$ cat src/rtl/carrier_code_accum.sv
// Correlator front end: mixes the IF sample with the NCO I/Q carrier and wipes off the code chip.
// It integrates I/Q between dumps and holds the latched totals behind a valid/ack handshake.
module carrier_code_accum #(
    parameter int ACC_W = 20,
    parameter int CNT_W = 16
) (
    input  logic             clk,
    input  logic             rst,
    input  logic             sample_enable,
    input  logic             if_sign,
    input  logic             if_mag,
    input  logic             i_sign,
    input  logic             i_mag,
    input  logic             q_sign,
    input  logic             q_mag,
    input  logic             code,
    input  logic             dump_enable,
    input  logic             dump_ack,
    output logic [ACC_W-1:0] i_dump,
    output logic [ACC_W-1:0] q_dump,
    output logic [CNT_W-1:0] sample_cnt,
    output logic             dump_valid,
    output logic             overrun
);

    localparam int TW = 4;

    // Product of IF, carrier and code; magnitude is one of 1, 2, 3 or 6.
    function automatic logic signed [TW-1:0] mix(
        input logic s,
        input logic m,
        input logic cs,
        input logic cm,
        input logic cd
    );
        logic       neg;
        logic [2:0] mag;
        neg = ~(s ^ cs ^ cd);
        mag = m ? (cm ? 3'd6 : 3'd3) : (cm ? 3'd2 : 3'd1);
        mix = neg ? -$signed({1'b0, mag}) : $signed({1'b0, mag});
    endfunction

    logic signed [TW-1:0] term_i;
    logic signed [TW-1:0] term_q;
    logic                 term_v;
    logic                 dump_d;

    logic [ACC_W-1:0]     i_acc;
    logic [ACC_W-1:0]     q_acc;
    logic [CNT_W-1:0]     cnt;
    logic [ACC_W-1:0]     ext_i;
    logic [ACC_W-1:0]     ext_q;

    always_ff @(posedge clk) begin
        if (rst) begin
            term_i <= '0;
            term_q <= '0;
            term_v <= 1'b0;
            dump_d <= 1'b0;
        end else begin
            term_i <= mix(if_sign, if_mag, i_sign, i_mag, code);
            term_q <= mix(if_sign, if_mag, q_sign, q_mag, code);
            term_v <= sample_enable;
            dump_d <= dump_enable;
        end
    end

    assign ext_i = {{(ACC_W-TW){term_i[TW-1]}}, term_i};
    assign ext_q = {{(ACC_W-TW){term_q[TW-1]}}, term_q};

    // A dump restarts the period with the term that arrives alongside it.
    always_ff @(posedge clk) begin
        if (rst) begin
            i_acc      <= '0;
            q_acc      <= '0;
            cnt        <= '0;
            i_dump     <= '0;
            q_dump     <= '0;
            sample_cnt <= '0;
        end else if (dump_d) begin
            i_dump     <= i_acc;
            q_dump     <= q_acc;
            sample_cnt <= cnt;
            i_acc      <= term_v ? ext_i : '0;
            q_acc      <= term_v ? ext_q : '0;
            cnt        <= term_v ? CNT_W'(1) : '0;
        end else if (term_v) begin
            i_acc      <= i_acc + ext_i;
            q_acc      <= q_acc + ext_q;
            cnt        <= cnt + CNT_W'(1);
        end
    end

    always_ff @(posedge clk) begin
        if (rst) begin
            dump_valid <= 1'b0;
            overrun    <= 1'b0;
        end else begin
            if (dump_d)
                dump_valid <= 1'b1;
            else if (dump_ack)
                dump_valid <= 1'b0;
            if (dump_d && dump_valid && !dump_ack)
                overrun <= 1'b1;
            else if (dump_ack && dump_valid)
                overrun <= 1'b0;
        end
    end

endmodule

$ cat config.mk
export PLATFORM = sky130hd
export DESIGN_NAME = carrier_code_accum
export DESIGN_NICKNAME = d
export VERILOG_FILES = /design/src/rtl/carrier_code_accum.sv
export SDC_FILE = /design/constraint.sdc
export NUM_CORES = 1
export LEC_CHECK = 0
export ABC_AREA = 1
export CAP_MARGIN = 30
export CORE_ASPECT_RATIO = 0.7
export CORE_MARGIN = 2
export CORE_UTILIZATION = 52
export CTS_BUF_LIST = sky130_fd_sc_hd__clkbuf_8
export CTS_CLUSTER_DIAMETER = 120
export DETAILED_ROUTE_END_ITERATION = 8
export PLACE_DENSITY = 0.81
export SKIP_LAST_GASP = 1
export SYNTH_ARGS = -nofsm -noshare
export SYNTH_HDL_FRONTEND = slang
export SYNTH_SLANG_ARGS = --single-unit
$ cat constraint.sdc
create_clock -name clk -period 5.9 [get_ports clk]
set_input_delay 0.885 -clock clk [delete_from_list [all_inputs] [get_ports clk]]
set_output_delay 0.885 -clock clk [all_outputs]
set_load 0.05 [all_outputs]
; Word-level counts from Yosys, hierarchy flattened
; Cells that the tools add are included.
[totals]
reg_bits = 124
in_bits = 12
out_inout_bits = 58
word_cells = 53
[op_classes]
add_sub_neg = 5
muxes = 21
bitwise_logic = 4
reduce_logical = 9
[ops]
columns = operator, count
row1 = $mux 20, 6
row2 = $add 20x20->20, 2
row3 = $mux 16, 2
row4 = $mux 3, 6
row5 = $add 16x1->16 const B, 1
row6 = $neg 3->4, 2
row7 = $reduce_bool 2->1, 3
row8 = $mux 1, 5
row9 = $mux 2, 2
row10 = $reduce_or 2->1, 2
row11 = $xor 1x1->1, 4
row12 = $logic_and 1x1->1, 3
row13 = $logic_not 1->1, 1

; Longest topological paths before layout
; Gate-level depths: netlist of run 1.
[depth]
depth_word = 4
ltp_mapped = 13
depth_no_buf = 13

; Worst setup path before layout of run 1
; No wires, ideal clock.
[synth_timing]
path_type = reg-to-reg
start = register term_q[3]
end = register q_acc[9]
setup_time_ps = 132
t_arrival_ps = 1827
required_time_ps = 5768
setup_slack_ps = 3941
path_stages_with_launch = 9
path_buffers = 0
synth_period_minus_slack_ps = 1959
cell_sequence = dfxtp_1 ha_1 nand2_1 inv_1 a21oi_1 nand3_1 or2_2 nand3_1 a21oi_1
[synth_via]
elab_chain_cells = 3
word_cells_on_any_way = 4
cone_classes = add/sub: 1 / mux: 3
[synth_lines]
columns = item, line
row1 = start: declaration, 44  ; logic signed [TW-1:0] term_q;
row2 = start signal: assignment, 62  ; term_q <= mix(if_sign, if_mag, q_sign, q_mag, code);
row3 = $add 20x20->20, 89  ; q_acc <= q_acc + ext_q;
row4 = $mux 20, 87  ; end else if (term_v) begin
row5 = $mux 20 (*), 80  ; end else if (dump_d) begin
row6 = end signal: assignment, 85  ; q_acc <= term_v ? ext_q : '0;
row7 = end signal: assignment, 89
row8 = end: declaration, 49  ; logic [ACC_W-1:0] q_acc;
; Every way passes the cells marked *; elsewhere a longest branch is shown, timed or not. The select of a mux whose other input is x is not followed.
; A chain may end at the register's enable or synchronous reset.

; Final worst setup path of run 1
[layout_timing]
start = register dump_d
end = register q_acc[10]
[layout_via]
elab_chain_cells = 1
word_cells_on_any_way = 2
cone_classes = mux: 1 / reduce/logical: 1
[layout_lines]
columns = item, line
row1 = start: declaration, 46  ; logic dump_d;
row2 = start signal: assignment, 64  ; dump_d <= dump_enable;
row3 = $mux 20 or $reduce_bool 2->1 (tied branches), -
; Several ways; a longest one is shown, not always the timed one.

==> results.txt, run 1 <==
- Number of distinct standard cells referenced by the synthesized netlist: 35
- Ratio of total power to cell area: 260 nW/um^2
- CP max FO: 37
- Static timing analysis puts the maximum clock frequency at 372 MHz.
- At the pin with the least slew margin, the transition time is 0.884 ns.
* Count of synthesis-stage warnings from yosys: 0
* Number of global-route vias before repair: 6323
- Hold path endpoint: cnt[15]
- Max-cap violations in this run came to 0.
* Number of fill cells: 1211
* Reg2reg setup slack: 3.21 ns
- Number of antenna violations at the first check in global routing: 0
* Final GP Congestion: 0.950
* Number of CTS-inserted buffers: 17
- Worst hold-check slack: 0.500 ns
- H-Tree Level Count: 4
- Clock root buffer master: clkbuf_8
* Endpoints failing hold: 0
- Max_slew headroom: 0.410
- In this run the deepest clock path goes through 2 buffers.
- Flip-flop and latch count after synthesis: 124
- Setup violations remaining at the end of the flow were counted as 0.
- Critical Path Start Type: register
* Half-perimeter wire length after placement: 11.9 mm
- Setup repair after global routing missed its margin: no
- Data on the critical path arrives at its endpoint at 3.07 ns.
- Final worst path period share: 0.456
* Minimum clock period: 2.69 ns
- Congestion Overflow GR: 0
* Die width: 143 um
- Post-detailed-routing wire length: 17.3 mm
* Inserted Diodes: 0
* Wire length of the first global-routing pass: 29.4 mm
- Number of stages on the worst hold path: 2
- Entering global routing, the biggest net connects 63 pins.
* Resized cells post-CTS: 0
- First-pass iteration count of the detailed router: 5
- Row generation in the floorplan step produced 35 rows.
- Summing internal, switching and leakage power gives 2140 uW.
- Routed length per instance: 13.2 um
* Start point of the worst min-delay path: cnt[15]
* Die Area: 14400 um^2
- Reg2Reg Capture Point: q_acc[10]
* Fraction of the yosys area taken by sequential cells: 0.355
- Critical path type: register to register
- Number of DRC violations after detailed-routing iteration 0: 385
- The final layout contains 1186 nets.
- After technology mapping, the gate count stands at 1073.
- Ports placed on the boundary: 70
- TritonCTS clock tree: yes
- The tightest min-delay check is of the register to register type.
- Summing every instance area after synthesis gives 6980 um^2.
- For the final routed database, the setup TNS stands at 0 ns.
- All-Layer GR Usage: 0.254
- For the worst-skew pair, the clock arrives at the later sink with an insertion delay of 0.46 ns.
- Buffer count from post-CTS setup fixing: 0
- The number of nets in the synthesized netlist is 1126.
- The region available for standard cell placement spans 13100 um^2.
* Startpoint of the lowest-slack register-to-register path: dump_d
- The floorplan step set the die height to 101 um.
- The count of buffers added on input and output ports is 69.
- A synthesized cell averages 6.51 um^2.
- Setup Skew: 0.0182 ns
- STA puts the critical path data required time at 6.28 ns.
* Hold Buf Count CTS: 0
- Total number of vias: 6894
- The count of nets left with antenna violations once routing finished came out at 0.
- Of the cells placed in the final design, the portion with a size suffix greater than 1 is 0.0462.
- Clock-pin slew was measured on the worst setup and hold paths at 0.08 ns.
- Counting cells, the worst reg-to-reg path comes to 7.
* CTS sink cnt: 124
* Lkg Pwr: 0.00402 uW
- The final max-slew violation count was 0.
- Initial standard-cell utilization of the core: 0.532
- The area growth from synthesis to layout is 17.5%.
- The flow ran to the end, and the final reports show no timing, DRC or antenna violations.
- Post-route DRC violation count: 0
* Sort of element at the end of the critical path: register
* Average via count per standard cell: 5.25
- Largest vdd supply drop: 0.151 mV
==> flip-flops by register name, indices dropped and copies added (netlist names), 4 cells and up <==
signal / flops
i_acc: 20
term_q: 4
q_dump: 20
sample_cnt: 16
cnt: 16
q_acc: 20
i_dump: 20
term_i: 4
==> how the worst max path moves through the flow <==
| stage | startpoint | end | slack, ns | cells past startpoint |
|---|---|---|---|---|
| 5_1_grt | dump_d | q_acc[10] | 2.96 | 7 |
| 6_report | dump_d | q_acc[10] | 3.21 | 7 |
| 4_1_cts | dump_d | q_acc[10] | 3.18 | 7 |
| 3_3_place_gp | rst | sample_cnt[3] | 3.21 | 6 |
| 2_1_floorplan | term_q[3] | q_acc[9] | 3.94 | 8 |
| 3_5_place_dp | rst | cnt[0] | 3.17 | 6 |
==> kinds of logic after synthesis <==
| kind of cell | Yosys count | share of synthesized area |
|---|---|---|
| DFF | 124 | 0.355 |
| and+or+nand+nor | 532 | 0.315 |
| buffers and inverters | 166 | 0.0917 |
| AOI/OAI and AO/OA | 194 | 0.142 |
| xor gates and xnor gates | 16 | 0.0201 |
| adders and majority gates | 41 | 0.0756 |
==> where the power goes <==
group          switching, uW  internal [uW]  total (uW)
Combinational            272            141         414
Clock                    394            403         798
Sequential              42.7            882         925
==> metal layers <==
| layer | global-route usage | wire [um] | share of wire |
|---|---|---|---|
| met1 | 0.349 | 8570 | 0.50 |
| met2 | 0.402 | 7500 | 0.43 |
| met3 | 0.0556 | 1030 | 0.060 |
| met4 | 0.0739 | 194 | 0.011 |
| met5 | 0 | 0 | 0 |
==> placed cells by master, fill, tap and decap left out, types with 2 or more instances in the layout <==
| master | n |
|---|---|
| fa_1 | 2 |
| o21ai_0 | 81 |
| nor2_1 | 154 |
| dfxtp_1 | 123 |
| bufinv_16 | 2 |
| nor2_2 | 4 |
| a31oi_1 | 6 |
| nand3_2 | 2 |
| buf_4 | 6 |
| ha_1 | 39 |
| xnor2_1 | 6 |
| nand3_1 | 59 |
| nand4_1 | 7 |
| inv_6 | 8 |
| nor3_1 | 8 |
| clkbuf_8 | 18 |
| or2_2 | 2 |
| o22ai_1 | 2 |
| nand2_1 | 278 |
| xor2_1 | 10 |
| and2_1 | 3 |
| clkdlybuf4s50_1 | 69 |
| inv_8 | 2 |
| nand3b_1 | 10 |
| o21ai_1 | 4 |
| a21oi_1 | 98 |
| inv_1 | 130 |
==> cells in the mapped netlist (all sizes together) <==
cell type  count  share of area
a31oi          6         0.0054
xnor2          6         0.0075
clkinv         1        0.00054
a211oi         1         0.0011
xor2          10          0.013
dfxtp        124           0.36
a21oi         98          0.070
inv          131          0.070
o22ai          2         0.0018
nor3          10         0.0095
clkbuf        21          0.011
nand3b        10          0.011
ha            39          0.070
nand3         61          0.045
and3           1        0.00090
buf           13         0.0095
fa             2         0.0057
or2            2         0.0018
nor2         159          0.088
nand2        279           0.15
nand4          7         0.0063
o21ai         85          0.061
o21bai         2         0.0027
and2           3         0.0027
==> critical path, cell delays in order, from the launching register on <==
cell	delay, ns
dfxtp_2	0.78
buf_4	0.45
nand2_1	0.21
inv_1	0.21
nand2_1	0.38
inv_1	0.34
a21oi_1	0.07
a21oi_1	0.16
==> cell type report <==
| cell class | instances | area (um^2) | area share |
|---|---|---|---|
| clock buffers | 18 | 248 | 0.0302 |
| clock inverters | 14 | 169 | 0.0206 |
| inverters | 132 | 495 | 0.0604 |
| multi-input cells | 783 | 3860 | 0.471 |
| flip-flops and latches | 124 | 2480 | 0.303 |
| well taps | 166 | 208 | 0.0253 |
| repair buffers | 75 | 736 | 0.0897 |
==> stage by stage <==
stage          area [um^2]  worst slack [ns]  utilization  cells
4_1_cts               8200              3.18        0.624   1312
3_3_place_gp          7780              3.21        0.593   1280
3_5_place_dp          7780              3.17        0.593   1280
6_report              8200              3.21        0.624   1312
5_1_grt               8200              2.96        0.624   1312
2_1_floorplan         6980              3.94            -   1073
Note: power is estimated with default switching activity, not from simulation.
==> inputs of run 2 (changes only) <==
==> constraint.sdc (replaced) <==
create_clock -name clk -period 2.75 [get_ports clk]
set_input_delay 0.4125 -clock clk [delete_from_list [all_inputs] [get_ports clk]]
set_output_delay 0.4125 -clock clk [all_outputs]
set_load 0.05 [all_outputs]
==> results.txt, run 2 (synthesized netlist as in run 1, its figures left out) <==
- The overall die area came to 14400 um^2 (unchanged).
* Number of global-route vias before repair: 6342 (+0.30%)
* Clock share of power: 0.364 (-0.009)
- Die width: 143 um (unchanged)
- The remaining number of nets flagged by the antenna check after routing came to 0 (unchanged).
- The cell area after layout was 8240 um^2 (+0.43%).
- The critical path in this run is classified as register to register.
- Clock root buffer master: clkbuf_8
* Buffers on Ports: 69 (unchanged)
* Ports placed on the boundary: 70 (unchanged)
- Wire length of the first global-routing pass: 29.5 mm (+0.12%)
- Initial standard-cell utilization of the core: 0.532 (unchanged)
* Post-detailed-routing wire length: 17.4 mm (+0.67%)
- In this run the critical register-to-register path is launched from term_i[3].
- Clock slew seen by the registers of the worst setup and hold paths: 0.09 ns (about the same)
- The source-to-sink clock delay at the later pin of the worst-skew pair is 0.45 ns (about the same).
- Run status: finished, final reports clean
- The maximum number of pins on one net before global-route repair is 50 (-21%).
- Final setup vio count: 0 (unchanged)
- STA classifies the critical path startpoint as a register.
* Layout overhead on the synthesized area: 18.0%
- The relative max-transition margin is 0.624 (+0.214).
* Switching power as a share of total power: 0.345 (+0.0126)
* Area of the core region: 13100 um^2 (unchanged)
- The hold violation count in the final report was 0 (unchanged).
* First-pass iteration count of the detailed router: 5 (unchanged)
- The number of nets in the finished design was 1191 (+0.42%).
- Slew of the pin with the lowest slew margin: 0.563 ns (-0.320 ns)
- Half-perimeter wire length after placement: 12.2 mm (+1.9%)
- The peak fanout along the critical path was 12 (-68%).
* Max Buffers Root-to-Sink: 2 (unchanged)
* Minimum clock period: 2.26 ns (-0.428 ns)
- The number of buffers added to fix hold violations after cts is 0 (unchanged).
* Setup repair after global routing missed its margin: no
- In the layout the commonest cells are nand2_1, nor2_1, inv_1.
- The number of buffers created by CTS is 17 (unchanged).
- TritonCTS built the clock tree.
- Overall power of the completed layout: 4530 uW (+110%)
- Number of antenna violations at the first check in global routing: 0 (unchanged)
- The internal power summed over all cells was 2970 uW (+110%).
* Vertical die dimension: 101 um (unchanged)
- The minimum hold slack was 0.484 ns (-0.0154 ns).
* Combinational group share of total power: 0.200 (+0.006)
* Max-cap violation count: 0 (unchanged)
- The count of cells resized by post-cts repair was 0 (unchanged).
* Critical path data arrival time: 2.64 ns (-0.43 ns)
* Share of post-route cells with drive strength above 1: 0.0504 (+0.00414)
* Post-route DRC violation count: 0 (unchanged)
* Post-Route Setup TNS: 0 ns (unchanged)
* CP Launch Point: term_i[3]
* Final GP Congestion: 0.942 (-0.83%)
- The maximum level of the CTS H-tree was 4 (unchanged).
- The reg2reg setup slack is 0.49 ns (-2.72 ns).
* All-Layer GR Usage: 0.253 (about the same)
* Proportion of power drawn by flip-flops and latches: 0.435 (+0.002)
* Congestion Overflow GR: 0 (unchanged)
- The power per cell area is 550 nW/um^2 (+110%).
- The worst ir drop on vdd was 0.288 mV (+90%).
- The worst setup path is captured at a register.
- CTS sink cnt: 124 (unchanged)
- Placement-stage cell area: 7840 um^2 (+0.64%)
- Final worst path period share: 0.823 (+0.367)
- Total net switching power: 1560 uW (+120%)
- The layout filler cell count is 1183 (-2.3%).
- Max Clk Rate: 442 MHz (+19%)
- Commonest non-fill, non-tap cell in the layout: nand2_1
* Average via count per standard cell: 5.24 (-0.31%)
- The setup skew after layout was 0.0113 ns (-0.00691 ns).
* Number of DRC violations after detailed-routing iteration 0: 507 (+32%)
- Std-Cell Rows: 35 (unchanged)
- The critical path data required time came to 3.13 ns (-3.15 ns).
- Routed length per instance: 13.2 um (+0.29%)
- Buffer count from post-CTS setup fixing: 0 (unchanged)
- Inserted Diodes: 0 (unchanged)
- Lkg Pwr: 0.00404 uW (+0.48%)
- Total number of vias: 6899 (+0.073%)
* Hold Crit Class: primary input to register
- Start point of the worst min-delay path: sample_enable
- Max Slew Vio Count: 0 (unchanged)
==> run 2: worst max-delay path, stage by stage (launching register included) <==
cell and delay, ns:
dfxtp_1 0.64, ha_1 0.37, nand2_1 0.14, inv_1 0.05, a21oi_1 0.31, inv_1 0.10, a21oi_1 0.19, nand2_1 0.07
nand2_1 0.06, nand3_1 0.08, a21oi_1 0.18
==> run 2: layout make-up <==
type / count / area (um^2) / share of cell area
Multi-Input combinational cell: 783 / 3860 / 0.469
Clock buffer: 17 / 234 / 0.0284
Clock inverter: 15 / 168 / 0.0204
Sequential cell: 124 / 2480 / 0.302
Timing Repair Buffer: 80 / 786 / 0.0954
Inverter: 132 / 495 / 0.0602
Tap cell: 166 / 208 / 0.0252
==> run 2: metal layers <==
metal / GRT usage / vias to the layer above / part of all wire
li1: - / 3564 / -
met3: 0.0627 / 30 / 0.068
met5: 0 / - / 0
met1: 0.342 / 3114 / 0.49
met2: 0.405 / 191 / 0.43
met4: 0.0724 / 0 / 0.015
==> run 2: through the flow <==
step / util / setup slack [ns] / instances
6_report: 0.627 / 0.487 / 1317
5_1_grt: 0.627 / 0.302 / 1317
4_1_cts: 0.627 / 0.526 / 1317
3_5_place_dp: 0.596 / 0.534 / 1285
3_3_place_gp: 0.596 / 0.570 / 1285
2_1_floorplan: - / 0.791 / 1073
==> run 2: worst paths after layout <==
check | end | cells after the start
max | i_acc[15] | 10
min reg2reg | cnt[15] | 2
max reg2reg | i_acc[15] | 10
min | term_v | 3
==> run 2: power by group through the flow <==
stage                     clock, uW  combinational [uW]  sequential [uW]
after global placement            0                 883             2010
after global routing           1760                1000             1990
after floorplan                   0                 481             2170
after CTS                      1670                 904             1970
final                          1650                 909             1970
after detailed placement          0                 896             2010
